[src/rtl/bpu_pkg.sv]
// -----------------------------------------------------------------------------
// bpu_pkg
// Shared types and helpers for the branch commit / BTB training path.
//   branch_commit_t : one resolved branch as presented by the commit stage
//   btb_update_t    : one BTB training write {pc, taken, target}
//   INSN_BYTES      : fall-through stride used for the not-taken fetch PC
//   is_mispredict   : actual outcome vs. fetch-time prediction
//   correct_pc      : fetch PC the front end should have used after a branch
//   to_update       : projects a committed branch onto a BTB training write
// Address fields are sized by BPU_ADDR_WIDTH; modules importing this package
// keep their ADDR_WIDTH parameter equal to it.
// -----------------------------------------------------------------------------
package bpu_pkg;

  localparam int BPU_ADDR_WIDTH = 32;
  localparam int INSN_BYTES     = 4;

  typedef struct packed {
    logic                      valid;
    logic [BPU_ADDR_WIDTH-1:0] pc;
    logic                      taken;
    logic [BPU_ADDR_WIDTH-1:0] target;
    logic                      pred_taken;
    logic [BPU_ADDR_WIDTH-1:0] pred_target;
  } branch_commit_t;

  typedef struct packed {
    logic [BPU_ADDR_WIDTH-1:0] pc;
    logic                      taken;
    logic [BPU_ADDR_WIDTH-1:0] target;
  } btb_update_t;

  // Wrong direction, or right "taken" direction with the wrong target.
  function automatic logic is_mispredict(input branch_commit_t b);
    return (b.taken != b.pred_taken) ||
           (b.taken && b.pred_taken && (b.target != b.pred_target));
  endfunction

  // Taken branches continue at their target, others fall through (wraps).
  function automatic logic [BPU_ADDR_WIDTH-1:0] correct_pc(input branch_commit_t b);
    logic [BPU_ADDR_WIDTH-1:0] pc_v;
    if (b.taken) begin
      pc_v = b.target;
    end else begin
      pc_v = b.pc + BPU_ADDR_WIDTH'(INSN_BYTES);
    end
    return pc_v;
  endfunction

  function automatic btb_update_t to_update(input branch_commit_t b);
    btb_update_t u_v;
    u_v.pc     = b.pc;
    u_v.taken  = b.taken;
    u_v.target = b.target;
    return u_v;
  endfunction

endpackage

[src/rtl/btb_update_fifo.sv]
// -----------------------------------------------------------------------------
// btb_update_fifo
// Circular FIFO of btb_update_t accepting up to two pushes and one pop per
// cycle. The head entry is held in its own register so the consumer sees a
// flop-driven entry; an entry pushed into an empty FIFO is visible right
// after the pushing edge.
// Ports:
//   clk, rst          clock, asynchronous active-high reset (empties FIFO)
//   push_cnt[1:0]     number of pushes this cycle (0..2), data_0 goes first
//   push_data_0/1     entries to push
//   pop               consume the head entry (ignored when empty)
//   head_valid        FIFO not empty
//   head_data         oldest entry (zero while empty)
//   count             current occupancy
// Callers must not push beyond DEPTH entries.
// -----------------------------------------------------------------------------
module btb_update_fifo
  import bpu_pkg::*;
#(
  parameter  int DEPTH = 8,
  localparam int PTR_W = $clog2(DEPTH),
  localparam int CNT_W = PTR_W + 1
) (
  input  logic             clk,
  input  logic             rst,
  input  logic [1:0]       push_cnt,
  input  btb_update_t      push_data_0,
  input  btb_update_t      push_data_1,
  input  logic             pop,
  output logic             head_valid,
  output btb_update_t      head_data,
  output logic [CNT_W-1:0] count
);

  localparam logic [CNT_W-1:0] CNT_ZERO = {CNT_W{1'b0}};
  localparam btb_update_t      ENTRY_ZERO = {$bits(btb_update_t){1'b0}};

  btb_update_t      mem_r [DEPTH];
  btb_update_t      head_r;
  btb_update_t      head_next_s;
  logic             head_valid_r;
  logic [PTR_W-1:0] rd_ptr_r;
  logic [PTR_W-1:0] wr_ptr_r;
  logic [PTR_W-1:0] rd_ptr_next_s;
  logic [PTR_W-1:0] wr_ptr_next_s;
  logic [PTR_W-1:0] wr_ptr_inc_s;
  logic [CNT_W-1:0] count_r;
  logic [CNT_W-1:0] count_next_s;
  logic [CNT_W-1:0] remain_s;
  logic             pop_s;

  // Next pointers, occupancy and the entry that becomes the head.
  always_comb begin
    pop_s         = pop && (count_r != CNT_ZERO);
    remain_s      = count_r - CNT_W'(pop_s);
    count_next_s  = remain_s + CNT_W'(push_cnt);
    rd_ptr_next_s = rd_ptr_r + PTR_W'(pop_s);
    wr_ptr_next_s = wr_ptr_r + PTR_W'(push_cnt);
    wr_ptr_inc_s  = wr_ptr_r + PTR_W'(1);
    head_next_s   = ENTRY_ZERO;
    // When nothing old survives the pop, the first pushed entry is the head;
    // it is not in mem_r yet, so bypass it.
    if (count_next_s == CNT_ZERO) begin
      head_next_s = ENTRY_ZERO;
    end else if (remain_s == CNT_ZERO) begin
      head_next_s = push_data_0;
    end else begin
      head_next_s = mem_r[rd_ptr_next_s];
    end
  end

  // Entry storage; needs no reset since occupancy gates every read.
  always_ff @(posedge clk) begin
    if (push_cnt != 2'd0) begin
      mem_r[wr_ptr_r] <= push_data_0;
    end
    if (push_cnt == 2'd2) begin
      mem_r[wr_ptr_inc_s] <= push_data_1;
    end
  end

  // Pointers, occupancy and head register.
  always_ff @(posedge clk or posedge rst) begin
    if (rst) begin
      rd_ptr_r     <= {PTR_W{1'b0}};
      wr_ptr_r     <= {PTR_W{1'b0}};
      count_r      <= CNT_ZERO;
      head_r       <= ENTRY_ZERO;
      head_valid_r <= 1'b0;
    end else begin
      rd_ptr_r     <= rd_ptr_next_s;
      wr_ptr_r     <= wr_ptr_next_s;
      count_r      <= count_next_s;
      head_r       <= head_next_s;
      head_valid_r <= (count_next_s != CNT_ZERO);
    end
  end

  assign head_valid = head_valid_r;
  assign head_data  = head_r;
  assign count      = count_r;

endmodule

[src/rtl/branch_commit_unit.sv]
// -----------------------------------------------------------------------------
// branch_commit_unit
// Commit-side checker of branch predictions. Up to two resolved branches per
// cycle (slot 0 older) are compared against their fetch-time prediction; a
// mispredict raises a registered one-cycle redirect to the correct fetch PC,
// and BTB training writes are queued and drained one per cycle onto the BTB
// update port.
// Ports:
//   clk, rst                   clock, asynchronous active-high reset
//   commit_*_0 / commit_*_1    resolved branch slots (valid, pc, taken,
//                              target, pred_taken, pred_target)
//   commit_ready               at least two free training-queue slots
//   redirect_valid/_pc         mispredict pulse and correct fetch PC
//   update_valid, update_btb_* BTB training write (always accepted)
//   stat_branches/_mispredicts statistics counters
// Optional feature: define BRANCH_STATS_EN to build the statistics counters;
// otherwise both stat ports are tied to zero.
// ADDR_WIDTH must equal bpu_pkg::BPU_ADDR_WIDTH.
// -----------------------------------------------------------------------------
module branch_commit_unit
  import bpu_pkg::*;
#(
  parameter int ADDR_WIDTH  = BPU_ADDR_WIDTH,
  parameter int QUEUE_DEPTH = 8,
  parameter int CNT_WIDTH   = 32
) (
  input  logic                  clk,
  input  logic                  rst,
  input  logic                  commit_valid_0,
  input  logic [ADDR_WIDTH-1:0] commit_pc_0,
  input  logic                  commit_taken_0,
  input  logic [ADDR_WIDTH-1:0] commit_target_0,
  input  logic                  commit_pred_taken_0,
  input  logic [ADDR_WIDTH-1:0] commit_pred_target_0,
  input  logic                  commit_valid_1,
  input  logic [ADDR_WIDTH-1:0] commit_pc_1,
  input  logic                  commit_taken_1,
  input  logic [ADDR_WIDTH-1:0] commit_target_1,
  input  logic                  commit_pred_taken_1,
  input  logic [ADDR_WIDTH-1:0] commit_pred_target_1,
  output logic                  commit_ready,
  output logic                  redirect_valid,
  output logic [ADDR_WIDTH-1:0] redirect_pc,
  output logic                  update_valid,
  output logic [ADDR_WIDTH-1:0] update_btb_pc,
  output logic                  update_btb_taken,
  output logic [ADDR_WIDTH-1:0] update_btb_target,
  output logic [CNT_WIDTH-1:0]  stat_branches,
  output logic [CNT_WIDTH-1:0]  stat_mispredicts
);

  localparam int CW = $clog2(QUEUE_DEPTH) + 1;
  localparam btb_update_t ENTRY_ZERO = {$bits(btb_update_t){1'b0}};

  branch_commit_t        slot0_s;
  branch_commit_t        slot1_s;
  logic                  acc0_s;
  logic                  acc1_s;
  logic                  mis0_s;
  logic                  mis1_s;
  logic                  live1_s;
  logic                  enq0_s;
  logic                  enq1_s;
  logic [1:0]            push_cnt_s;
  btb_update_t           push_d0_s;
  btb_update_t           push_d1_s;
  logic                  redir_valid_next_s;
  logic [ADDR_WIDTH-1:0] redir_pc_next_s;
  logic [CW-1:0]         fifo_count_s;
  logic [CW-1:0]         count_next_s;
  logic                  head_valid_s;
  btb_update_t           head_s;
  logic                  ready_r;
  logic                  redirect_valid_r;
  logic [ADDR_WIDTH-1:0] redirect_pc_r;

  // Gather each commit slot into a branch record.
  always_comb begin
    slot0_s.valid       = commit_valid_0;
    slot0_s.pc          = commit_pc_0;
    slot0_s.taken       = commit_taken_0;
    slot0_s.target      = commit_target_0;
    slot0_s.pred_taken  = commit_pred_taken_0;
    slot0_s.pred_target = commit_pred_target_0;
    slot1_s.valid       = commit_valid_1;
    slot1_s.pc          = commit_pc_1;
    slot1_s.taken       = commit_taken_1;
    slot1_s.target      = commit_target_1;
    slot1_s.pred_taken  = commit_pred_taken_1;
    slot1_s.pred_target = commit_pred_target_1;
  end

  // Accept, squash, enqueue selection and redirect choice.
  always_comb begin
    acc0_s  = slot0_s.valid && ready_r;
    acc1_s  = slot1_s.valid && ready_r;
    mis0_s  = is_mispredict(slot0_s);
    mis1_s  = is_mispredict(slot1_s);
    // An older mispredict means slot 1 was on the wrong path.
    live1_s = acc1_s && !(acc0_s && mis0_s);
    // Correctly predicted not-taken branches teach the BTB nothing.
    enq0_s  = acc0_s && (slot0_s.taken || mis0_s);
    enq1_s  = live1_s && (slot1_s.taken || mis1_s);

    push_cnt_s = 2'd0;
    push_d0_s  = ENTRY_ZERO;
    push_d1_s  = ENTRY_ZERO;
    // Compact the pushes so the older surviving entry always goes first.
    case ({enq0_s, enq1_s})
      2'b11: begin
        push_cnt_s = 2'd2;
        push_d0_s  = to_update(slot0_s);
        push_d1_s  = to_update(slot1_s);
      end
      2'b10: begin
        push_cnt_s = 2'd1;
        push_d0_s  = to_update(slot0_s);
      end
      2'b01: begin
        push_cnt_s = 2'd1;
        push_d0_s  = to_update(slot1_s);
      end
      default: begin
        push_cnt_s = 2'd0;
      end
    endcase

    redir_valid_next_s = 1'b0;
    redir_pc_next_s    = redirect_pc_r;
    if (acc0_s && mis0_s) begin
      redir_valid_next_s = 1'b1;
      redir_pc_next_s    = correct_pc(slot0_s);
    end else if (live1_s && mis1_s) begin
      redir_valid_next_s = 1'b1;
      redir_pc_next_s    = correct_pc(slot1_s);
    end else begin
      redir_valid_next_s = 1'b0;
      redir_pc_next_s    = redirect_pc_r;
    end

    // The BTB never stalls, so a valid head always pops this cycle.
    count_next_s = fifo_count_s - CW'(head_valid_s) + CW'(push_cnt_s);
  end

  btb_update_fifo #(
    .DEPTH (QUEUE_DEPTH)
  ) u_fifo (
    .clk         (clk),
    .rst         (rst),
    .push_cnt    (push_cnt_s),
    .push_data_0 (push_d0_s),
    .push_data_1 (push_d1_s),
    .pop         (head_valid_s),
    .head_valid  (head_valid_s),
    .head_data   (head_s),
    .count       (fifo_count_s)
  );

  // Redirect pulse and ready flag, both registered.
  always_ff @(posedge clk or posedge rst) begin
    if (rst) begin
      ready_r          <= 1'b1;
      redirect_valid_r <= 1'b0;
      redirect_pc_r    <= {ADDR_WIDTH{1'b0}};
    end else begin
      ready_r          <= (count_next_s <= CW'(QUEUE_DEPTH - 2));
      redirect_valid_r <= redir_valid_next_s;
      redirect_pc_r    <= redir_pc_next_s;
    end
  end

  assign commit_ready      = ready_r;
  assign redirect_valid    = redirect_valid_r;
  assign redirect_pc       = redirect_pc_r;
  assign update_valid      = head_valid_s;
  assign update_btb_pc     = head_s.pc;
  assign update_btb_taken  = head_s.taken;
  assign update_btb_target = head_s.target;

`ifdef BRANCH_STATS_EN
  logic [1:0]           n_branches_s;
  logic [CNT_WIDTH-1:0] stat_branches_r;
  logic [CNT_WIDTH-1:0] stat_mispredicts_r;

  // Committed (unsquashed) branches this cycle.
  always_comb begin
    n_branches_s = {1'b0, acc0_s} + {1'b0, live1_s};
  end

  // Wrapping statistics counters.
  always_ff @(posedge clk or posedge rst) begin
    if (rst) begin
      stat_branches_r    <= {CNT_WIDTH{1'b0}};
      stat_mispredicts_r <= {CNT_WIDTH{1'b0}};
    end else begin
      stat_branches_r    <= stat_branches_r + CNT_WIDTH'(n_branches_s);
      stat_mispredicts_r <= stat_mispredicts_r + CNT_WIDTH'(redir_valid_next_s);
    end
  end

  assign stat_branches    = stat_branches_r;
  assign stat_mispredicts = stat_mispredicts_r;
`else
  assign stat_branches    = {CNT_WIDTH{1'b0}};
  assign stat_mispredicts = {CNT_WIDTH{1'b0}};
`endif

endmodule

[config.mk]
export PLATFORM = sky130hd
export DESIGN_NAME = branch_commit_unit
export DESIGN_NICKNAME = d
export VERILOG_FILES = /design/src/rtl/bpu_pkg.sv /design/src/rtl/btb_update_fifo.sv /design/src/rtl/branch_commit_unit.sv
export SDC_FILE = /design/constraint.sdc
export NUM_CORES = 2
export LEC_CHECK = 0
export ABC_CLOCK_PERIOD_IN_PS = 8500
export CORE_MARGIN = 3
export CORE_UTILIZATION = 36
export CTS_CLUSTER_DIAMETER = 120
export DETAILED_ROUTE_END_ITERATION = 8
export DONT_BUFFER_PORTS = 1
export PLACE_DENSITY_LB_ADDON = 0.25
export SETUP_SLACK_MARGIN = 0.05
export SLEW_MARGIN = 0
export SYNTH_ARGS = -nofsm -noshare
export SYNTH_HDL_FRONTEND = slang
export SYNTH_SLANG_ARGS = --single-unit
[constraint.sdc]
create_clock -name clk -period 8.5 [get_ports clk]
set_input_delay 0.85 -clock clk [delete_from_list [all_inputs] [get_ports clk]]
set_output_delay 0.85 -clock clk [all_outputs]
set_load 0.05 [all_outputs]
==> results.md <==
- Ys flop type: edfxtp_1
- Synth Cell Area: 33900 um^2
- Yosys cell types: 47
- CTS Hold Bufs: 0
- Fmax: 174 MHz
- Gr ovfl total: 0
- CTS sink cnt: 630
- Seq/Total Area, Yosys: 54.2%
- Worst EP required: 9.04 ns
- WL/cell: 29.6 um
- Critical path startpoint category: input port
- Setup Skew: 0.0246 ns
- Number of enable flip-flop cells after synthesis: 520
- Final period util: 67.8%
- HP Class: input port to asynchronous set/reset pin
- CP max stage delay: 1.07 ns
- Total GRT Usage: 24.9%
- Detailed Place HPWL: 79.4 mm
- Layout Cells excl Fill: 4231
- Minimum clock period: 5.76 ns
- Critical Path AT: 6.30 ns
- Die area: 97800 um^2
- CP endpoint kind: flop
- Crit path max fanout: 34
- Global placement routability congestion: 0.872
- Max-cap violations: 0
- Clock Pin Slew Worst Setup and Hold Paths: 0.06 ns
- Synth warnings: 0
- H-tree levels: 3
- Core ar.: 92500 um^2
- Vias in the first global route: 22.7k
- P_leak: 11.9 nW
- Setup violators final: 0
- Initial DRC count: 2782
- Cell at the root of the clock tree: clkbuf_16
- CP Class: input port to flop
- Syn Area/Cell: 10.7 um^2
- Vias/cell: 5.71
- Drt drc: 0
- Port Buffer Count: 0
- Slew @ Worst Pin: 1.29 ns
- CTS Buffer Depth: 3
- CTS Buf Count: 72
- Die H: 313 um
- Worst reg2reg path depth: 9
- CTS tree: done
- Post-Syn Instances: 3157
- Area growth, synth to finish: 8.49%
- Initial antenna violation count: 14
- Critical path's slowest cell: nor4_1
- DRT Pass-1 Iters: 6
- Finished Core Util: 39.7%
- Placed insts: 4092
- DIE WIDTH: 313 um
- Max IR drop VDD: 0.678 mV
- CP Cell Sequence: xor2_1, nor4_1, nand4_1, o21ai_0, a21oi_4, nor3_1, ha_2, buf_4, a22oi_1, or2_2, nor2_1, a21oi_1, nor2_1
- Clk_lat worst skew: 0.62 ns
- Vias after detailed routing: 24.1k
- Initial Utilization: 36.6%
- CP dominant cell by count: nor2_1
- Final Max Tran Viols: 0
- Layout fillers: 8921
- Flops & latches, synth: 630
- Count of final hold-check violations: 0
- Max transition margin: 12.9%
- I/O pin count: 364
- Share of layout cells above drive strength 1: 14.6%
- Async SR Flop Fraction: 17.5%
- Largest net degree at the start of global routing: 132
- CTS resizes: 0
- Nets: 3152
- Setup TNS: 0 ns
- RSZ-0062 raised after global routing: no
- Routed WL: 125 mm
- Final ANT Viol Nets: 0
- Buffer count from post-CTS setup fixing: 0
- Run status: completed
- Global-route wire length before repair: 174 mm
- FP Rows: 111
- P per Cell Area: 376 nW/um^2
[cells by family (layout without fill, tap and decap cells)]
family                   count (synthesis)  after routing  share of synthesized area (%)
AND/OR/NAND/NOR                        935            935                           11.7
flip-flops                             630            630                           54.2
multiplexers                           239            239                           12.1
buffers and inverters                  444            205                           5.70
AO/OA/AOI/OAI                          749            749                           11.7
other                                    1             71                         0.0111
adder cells (fa/ha/maj)                 29             29                           1.14
XOR/XNOR                               130            130                           3.36
[flip-flops by register name, indices dropped and copies added, names as in the netlist]
register	cells
u_fifo.wr_ptr_r	3
u_fifo.mem_r	520
commit_ready	1
u_fifo.rd_ptr_r	3
u_fifo.head_data	65
redirect_valid	1
redirect_pc	32
u_fifo.count	4
u_fifo.head_valid	1
[final timing paths]
kind	start	endpoint	slack, ns
worst min register to register	u_fifo.wr_ptr_r[0]$_DFF_PP0_	u_fifo.wr_ptr_r[0]$_DFF_PP0_	0.63
worst max register to register	commit_ready$_DFF_PP1_	u_fifo.head_data[26]$_DFF_PP0_	4.04
max in group asynchronous	rst	u_fifo.head_data[64]$_DFF_PP0_	6.90
min in group clk	commit_target_1[7]	u_fifo.mem_r[1][7]$_DFFE_PP_	0.41
worst min-delay path	rst	u_fifo.head_data[30]$_DFF_PP0_	0.19
worst max-delay path	commit_pred_target_0[11]	u_fifo.head_data[26]$_DFF_PP0_	2.74
[Yosys cell counts (14+ instances only)]
| library cell | n | area share [%] |
|---|---|---|
| buf_4 | 66 | 1.5 |
| or2_2 | 71 | 1.3 |
| buf_2 | 14 | 0.21 |
| dfrtp_1 | 109 | 8.1 |
| a22oi_1 | 65 | 1.4 |
| inv_1 | 35 | 0.39 |
| nor2_1 | 153 | 1.7 |
| buf_1 | 15 | 0.17 |
| nor4_1 | 19 | 0.35 |
| o21ai_0 | 582 | 8.6 |
| nand2_1 | 608 | 6.7 |
| clkbuf_1 | 313 | 3.5 |
| edfxtp_1 | 520 | 46 |
| nand3_1 | 24 | 0.35 |
| a21oi_1 | 71 | 1.0 |
| mux2_2 | 74 | 2.5 |
| mux4_2 | 130 | 8.6 |
| nand4_1 | 20 | 0.37 |
| xor2_1 | 97 | 2.5 |
| ha_1 | 26 | 0.96 |
| xnor2_1 | 33 | 0.85 |
| mux2i_1 | 35 | 1.0 |
[per-stage QoR]
step / hold slack, ns / setup slack [ns] / area (um^2) / power, mW
CTS: 0.200 / 2.92 / 36700 / 13.9
global route: 0.230 / 2.61 / 36700 / 14.5
detailed placement: 0.618 / 2.28 / 34500 / 10.9
floorplan: 0.475 / 1.57 / 34100 / 9.20
finish: 0.191 / 2.74 / 36800 / 13.8
global placement: 0.622 / 2.30 / 34500 / 10.9
[area by class of cell]
| type | instances | area (um^2) | share of cell area, % |
|---|---|---|---|
| Antenna cell | 7 | 17.5 | 0.0477 |
| Sequential cell | 630 | 18400 | 50.0 |
| Tap cell | 1243 | 1560 | 4.23 |
| Multi-Input combinational cell | 2146 | 14000 | 38.2 |
| Inverter | 36 | 140 | 0.381 |
| Clock inverter | 14 | 116 | 0.317 |
| Timing Repair Buffer | 37 | 415 | 1.13 |
| Clock buffer | 118 | 2110 | 5.74 |
[critical path: cells and delay by family]
kind	cells	cell delay (ns)
AO/OA/AOI/OAI	4	1.32
AND/OR/NAND/NOR	6	2.37
XOR/XNOR	1	0.14
buffers and inverters	1	0.59
adder cells (fa/ha/maj)	1	1.00
[metal layers]
layer | vias to the layer above | global-route usage (%) | wire length, um
met4 | 10 | 7.89 | 3710
li1 | 10650 | - | -
met2 | 1333 | 37.1 | 55300
met3 | 204 | 11.1 | 17200
met5 | - | 0 | 67
met1 | 11947 | 32.5 | 48900
[layout by cell type, fill, tap and decap left out, drive strengths merged, types with 22 or more instances in the layout]
| master | n |
|---|---|
| o21ai | 585 |
| xor2 | 97 |
| or2 | 71 |
| clkbuf | 118 |
| ha | 26 |
| nand3 | 24 |
| conb | 64 |
| edfxtp | 520 |
| a22oi | 65 |
| xnor2 | 33 |
| a21oi | 71 |
| dfrtp | 109 |
| nor2 | 153 |
| inv | 40 |
| buf | 37 |
| mux2 | 74 |
| nor4 | 22 |
| mux4 | 130 |
| nand2 | 608 |
| mux2i | 35 |
[where the power goes]
part / total [mW] / switching (mW) / internal [mW]
logic: 5.46 / 3.09 / 2.37
registers: 5.35 / 1.24 / 4.11
clock network: 3.03 / 1.29 / 1.73
total: 13.8 / 5.63 / 8.21
Power figures use the tool's default switching activity.
